--- src/rtl/modn_counter.sv ---
//==============================================================================
// Module      : modn_counter
// Description : Free-running modulo-N up-counter (0..N-1). Optional macro
//               MODN_TC_EN adds a registered terminal-count output tc.
// Revision    : 1.0 - initial release
//==============================================================================
`default_nettype none

module modn_counter #(
    parameter int N     = 11,
    parameter int WIDTH = 11
) (
    input  logic             Clk,
    input  logic             rst,
    output logic [WIDTH-1:0] Count
`ifdef MODN_TC_EN
    ,
    output logic             tc
`endif
);

    localparam logic [WIDTH-1:0] C_LAST = WIDTH'(N - 1);

    generate
        if ((N < 2) || (N > (2 ** WIDTH))) begin : g_bad_param
            $error("modn_counter: N must satisfy 2 <= N <= 2**WIDTH");
        end
    endgenerate

    logic [WIDTH-1:0] r_count_q;
    logic [WIDTH-1:0] w_count_d;

    // The >= compare handles both the normal wrap and any out-of-range state.
    always_comb begin
        w_count_d = r_count_q + WIDTH'(1);
        if (r_count_q >= C_LAST) begin
            w_count_d = '0;
        end
    end

    always_ff @(posedge Clk) begin
        if (rst) begin
            r_count_q <= '0;
        end else begin
            r_count_q <= w_count_d;
        end
    end

    assign Count = r_count_q;

`ifdef MODN_TC_EN
    logic r_tc_q;
    logic w_tc_d;

    // Decoded from the next count so tc lines up with Count == N-1.
    always_comb begin
        w_tc_d = (w_count_d == C_LAST);
    end

    always_ff @(posedge Clk) begin
        if (rst) begin
            r_tc_q <= 1'b0;
        end else begin
            r_tc_q <= w_tc_d;
        end
    end

    assign tc = r_tc_q;
`endif

endmodule

`default_nettype wire

--- config.mk ---
export PLATFORM = sky130hd
export DESIGN_NAME = modn_counter
export DESIGN_NICKNAME = d
export VERILOG_FILES = /design/src/rtl/modn_counter.sv
export SDC_FILE = /design/constraint.sdc
export NUM_CORES = 1
export LEC_CHECK = 0
export BUFFER_PORTS_ARGS = -buffer_cell sky130_fd_sc_hd__buf_2
export CORE_AREA = 2 2 39 41
export CTS_BUF_LIST = sky130_fd_sc_hd__clkbuf_16
export DETAILED_ROUTE_END_ITERATION = 7
export DIE_AREA = 0 0 41 43
export REMOVE_ABC_BUFFERS = 1
export SLEW_MARGIN = 0
export SYNTH_ARGS = -nofsm -noshare
export SYNTH_HDL_FRONTEND = slang
export SYNTH_SLANG_ARGS = --single-unit
--- constraint.sdc ---
create_clock -name Clk -period 1.1 [get_ports Clk]
set_input_delay 0.22 -clock Clk [delete_from_list [all_inputs] [get_ports Clk]]
set_output_delay 0.22 -clock Clk [all_outputs]
set_load 0.01 [all_outputs]
==> metrics.sh <==
TRITONCTS='yes'
SYNTH.TOP_CELL.AREA_SHARE_PCT=63.5
POST_LAYOUT_NONFILLER_INSTANCES=66
PERIOD_MINUS_SLACK_NS=1.06
PATH_CELLS='buf_4, buf_2'
NETSWITCHINGFRACTION_PCT=17.1
LAYOUT.CELLS.MOST_COMMON='buf_2'
PORT_BUFFERS=12
YOSYSUNIQUECELLTYPES=12
FIN_SKEW_NS=0.00213
ROUTE.FINAL.WIRE_LENGTH_UM=550
STATUS='finished, final reports clean'
TIMING.CRITICAL_PATH.REQUIRED_NS=0.88
FP.DIEH_UM=43
NUMCTSBUFFERS=3
HOLDCRITSTARTPOINT='rst'
POSTSYNTHCELLCOUNT=26
PLACE.DETAILED.HPWL_UM=398
R2R_START='Count[0]'
SYNTH.LARGEST_AREA_CELL='dfxtp_1'
DRT_DRC_VIOLATIONS_LEFT=0
CRITPATHARRIVALTIME_NS=0.84
COMB_POWER_SHARE_PCT=2.7
PLACE.DETAILED.INSTANCES=62
LARGEST_REGISTER_FFS=11
ROUTE.DETAILED.WL_PER_INST_UM=8.33
WORST-SETUP-PATH-TYPE='reg -> out'
PLACE_CONGESTION=0.592
DRV.MAX_CAP_VIOLATION_COUNT=0
CRIT_PATH_MAX_INCR_DELAY_NS=0.32
DIE_WIDTH_UM=41
VDD_DROP_MAX_mV=1.55
GRT_PASS1_VIAS=229
CRIT_PATH_START='Count[1]'
IOS=13
DETAILEDROUTE.FIRSTPASSITERATIONCOUNT=1
CLOCK_POWER_SHARE_PCT=58.3
GRT_OVERFLOW=0
SYNTH-SEQ-AREA-SHARE_PCT=63.5
CRIT_PATH_MAX_FANOUT=4
NUM_VIAS=237
FIN_CRIT_SH_PCT=96.2
ANTENNA_FOUND_INITIAL=0
FMAXACHIEVABLE_MHz=945
LAYOUT_COMMON_CELLS='12 x buf_2, 9 x dfxtp_1, 7 x conb_1, 4 x nor2_1, 3 x clkbuf_16'
SLEW_VIOL_FINAL=0
INTERNAL_POWER_mW=0.903
SETUP.WORST_PATH.END_CLASS='primary output'
FINAL_CORE_UTILIZATION_PCT=41.0
CLOCK_LATENCY_NS=0.23
GRT_FIRST_PASS_WIRELENGTH_UM=821
HOLD_VIOL_FINAL=0
NNETSFINAL=55
TOTAL_DIE_AREA_UM2=1760
POST_CTS_BUFFERS=0
CTS.ROOT.BUFFER_CELL='clkbuf_16'
CELLLEAKAGEPOWER_nW=0.255
WORSTHOLDPATHTYPE='in -> reg'
DESIGN_AREA_UM2=567
POWER.DENSITY_nW_PER_UM2=1920
DESIGN_POWER_TOTAL_mW=1.09
PLACED_CELL_AREA_UM2=464
GRT_MAX_DEGREE=7
CLKTRANSATPATHREGS_NS=0.04
SYN2LAYOUT_AREA_GROWTH_PCT=63.5
YS_TOP_CELLS_BY_AREA='dfxtp_1 64%, ha_1 7.2%, nor4_4 6.1%, nor2_1 4.3%, nor4_2 3.6%'
TIMING.CRITICAL_PATH.FROM_TYPE='flop'
POWER_FRAC_SEQ_PCT=39.0
HIGHEST_DELAY_CELL_ALONG_THE_CRITICAL_PATH='dfxtp_2'
SETUP-VIOLATIONS-FINAL=0
SYNTH-WARNING-COUNT=0
START_UTIL_PCT=25.0
CORE-AREA_UM2=1380
DIODES=0
POST_ROUTE_CELLS_DRIVE_ABOVE_1_SHARE_PCT=50.0
CTSLONGESTPATHBUFFERS=2
FIRST_ITER_VIOLATIONS=0
SYNTH.FF_LATCH_COUNT=11
PLACEMENTROWS=14
P_SW_mW=0.187
POST_SYNTH.CELL_AREA_AVG_UM2=13.3
CTS_HTREE_LEVELS=1
ANT_NETS=0
CTS_NUM_SINKS=11
VIASPERCELL=3.59
GRT_SETUP_UNREPAIRED='yes'
OVERALL_TRACK_DEMAND_OVER_CAPACITY_IN_GLOBAL_ROUTING_PCT=7.17
SYNTH.CELL_AREA_UM2=347
power by group through the flow:
stage / sequential (mW) / combinational, mW / clock, mW
final: 0.425 / 0.0291 / 0.635
after global routing: 0.427 / 0.0328 / 0.683
after CTS: 0.425 / 0.0294 / 0.652
after detailed placement: 0.432 / 0.0293 / 0
after floorplan: 0.439 / 0.00534 / 0
after global placement: 0.432 / 0.0290 / 0
critical path: cells and delay by family, from the launching register on:
kind,cells,cell delay [ns]
flops,1,0.32
buf+inv,2,0.28
per-stage QoR:
step / TNS (ns) / setup slack [ns] / hold slack, ns
floorplan: -0.0994 / -0.0316 / 0.388
global placement: 0 / 0.0324 / 0.513
detailed placement: 0 / 0.0210 / 0.519
CTS: 0 / 0.00729 / 0.295
global route: -0.0254 / -0.0112 / 0.315
finish: 0 / 0.0419 / 0.292
logic make-up (layout without fill, tap and decap cells):
family,after synthesis,after routing,share of synthesized area (%)
flops,11,11,63.5
fa+ha+maj,2,2,7.22
other cells,1,7,1.08
buf+inv,1,19,1.08
compound gates,1,1,3.61
simple gates,8,8,18.4
xor+xnor,2,2,5.06
area by class of cell:
type                    instances  area [µm²]
fillers                       145         817
flip-flops and latches         11         223
multi-input cells              20         166
clock buffers                   3        75.1
repair buffers                 14        75.1
well taps                      16        20.0
clock inverters                 1        3.75
inverters                       1        3.75
Yosys cell counts:
cell type,number
nor4_2,1
xnor2_1,1
o31ai_2,1
xor2_1,1
nand3_2,1
inv_1,1
ha_1,2
dfxtp_1,11
conb_1,1
nor2_1,4
nor4_4,1
nand3_1,1
final timing paths:
kind	end	slack, ns	cells past startpoint
hold reg to reg	Count[0]	0.52	2
hold / removal	Count[1]	0.29	4
setup / recovery	Count[1]	0.04	2
setup reg to reg	Count[1]	0.07	5
timing repair:
action | CTS | global route
setup endpoints to repair | 0 | 4
gates resized for setup | 0 | 6
hold buffers | 0 | 0
hold endpoints to repair | 0 | 0
routing by layer:
layer / share of wire (%) / GRT usage, % / vias to the layer above
li1: - / - / 127
met1: 42 / 7.87 / 104
met2: 52 / 10.9 / 6
met3: 6.2 / 3.14 / 0
met4: 0 / 4.00 / 0
met5: 0 / 0 / -
Note: power is estimated with default switching activity, not from simulation.
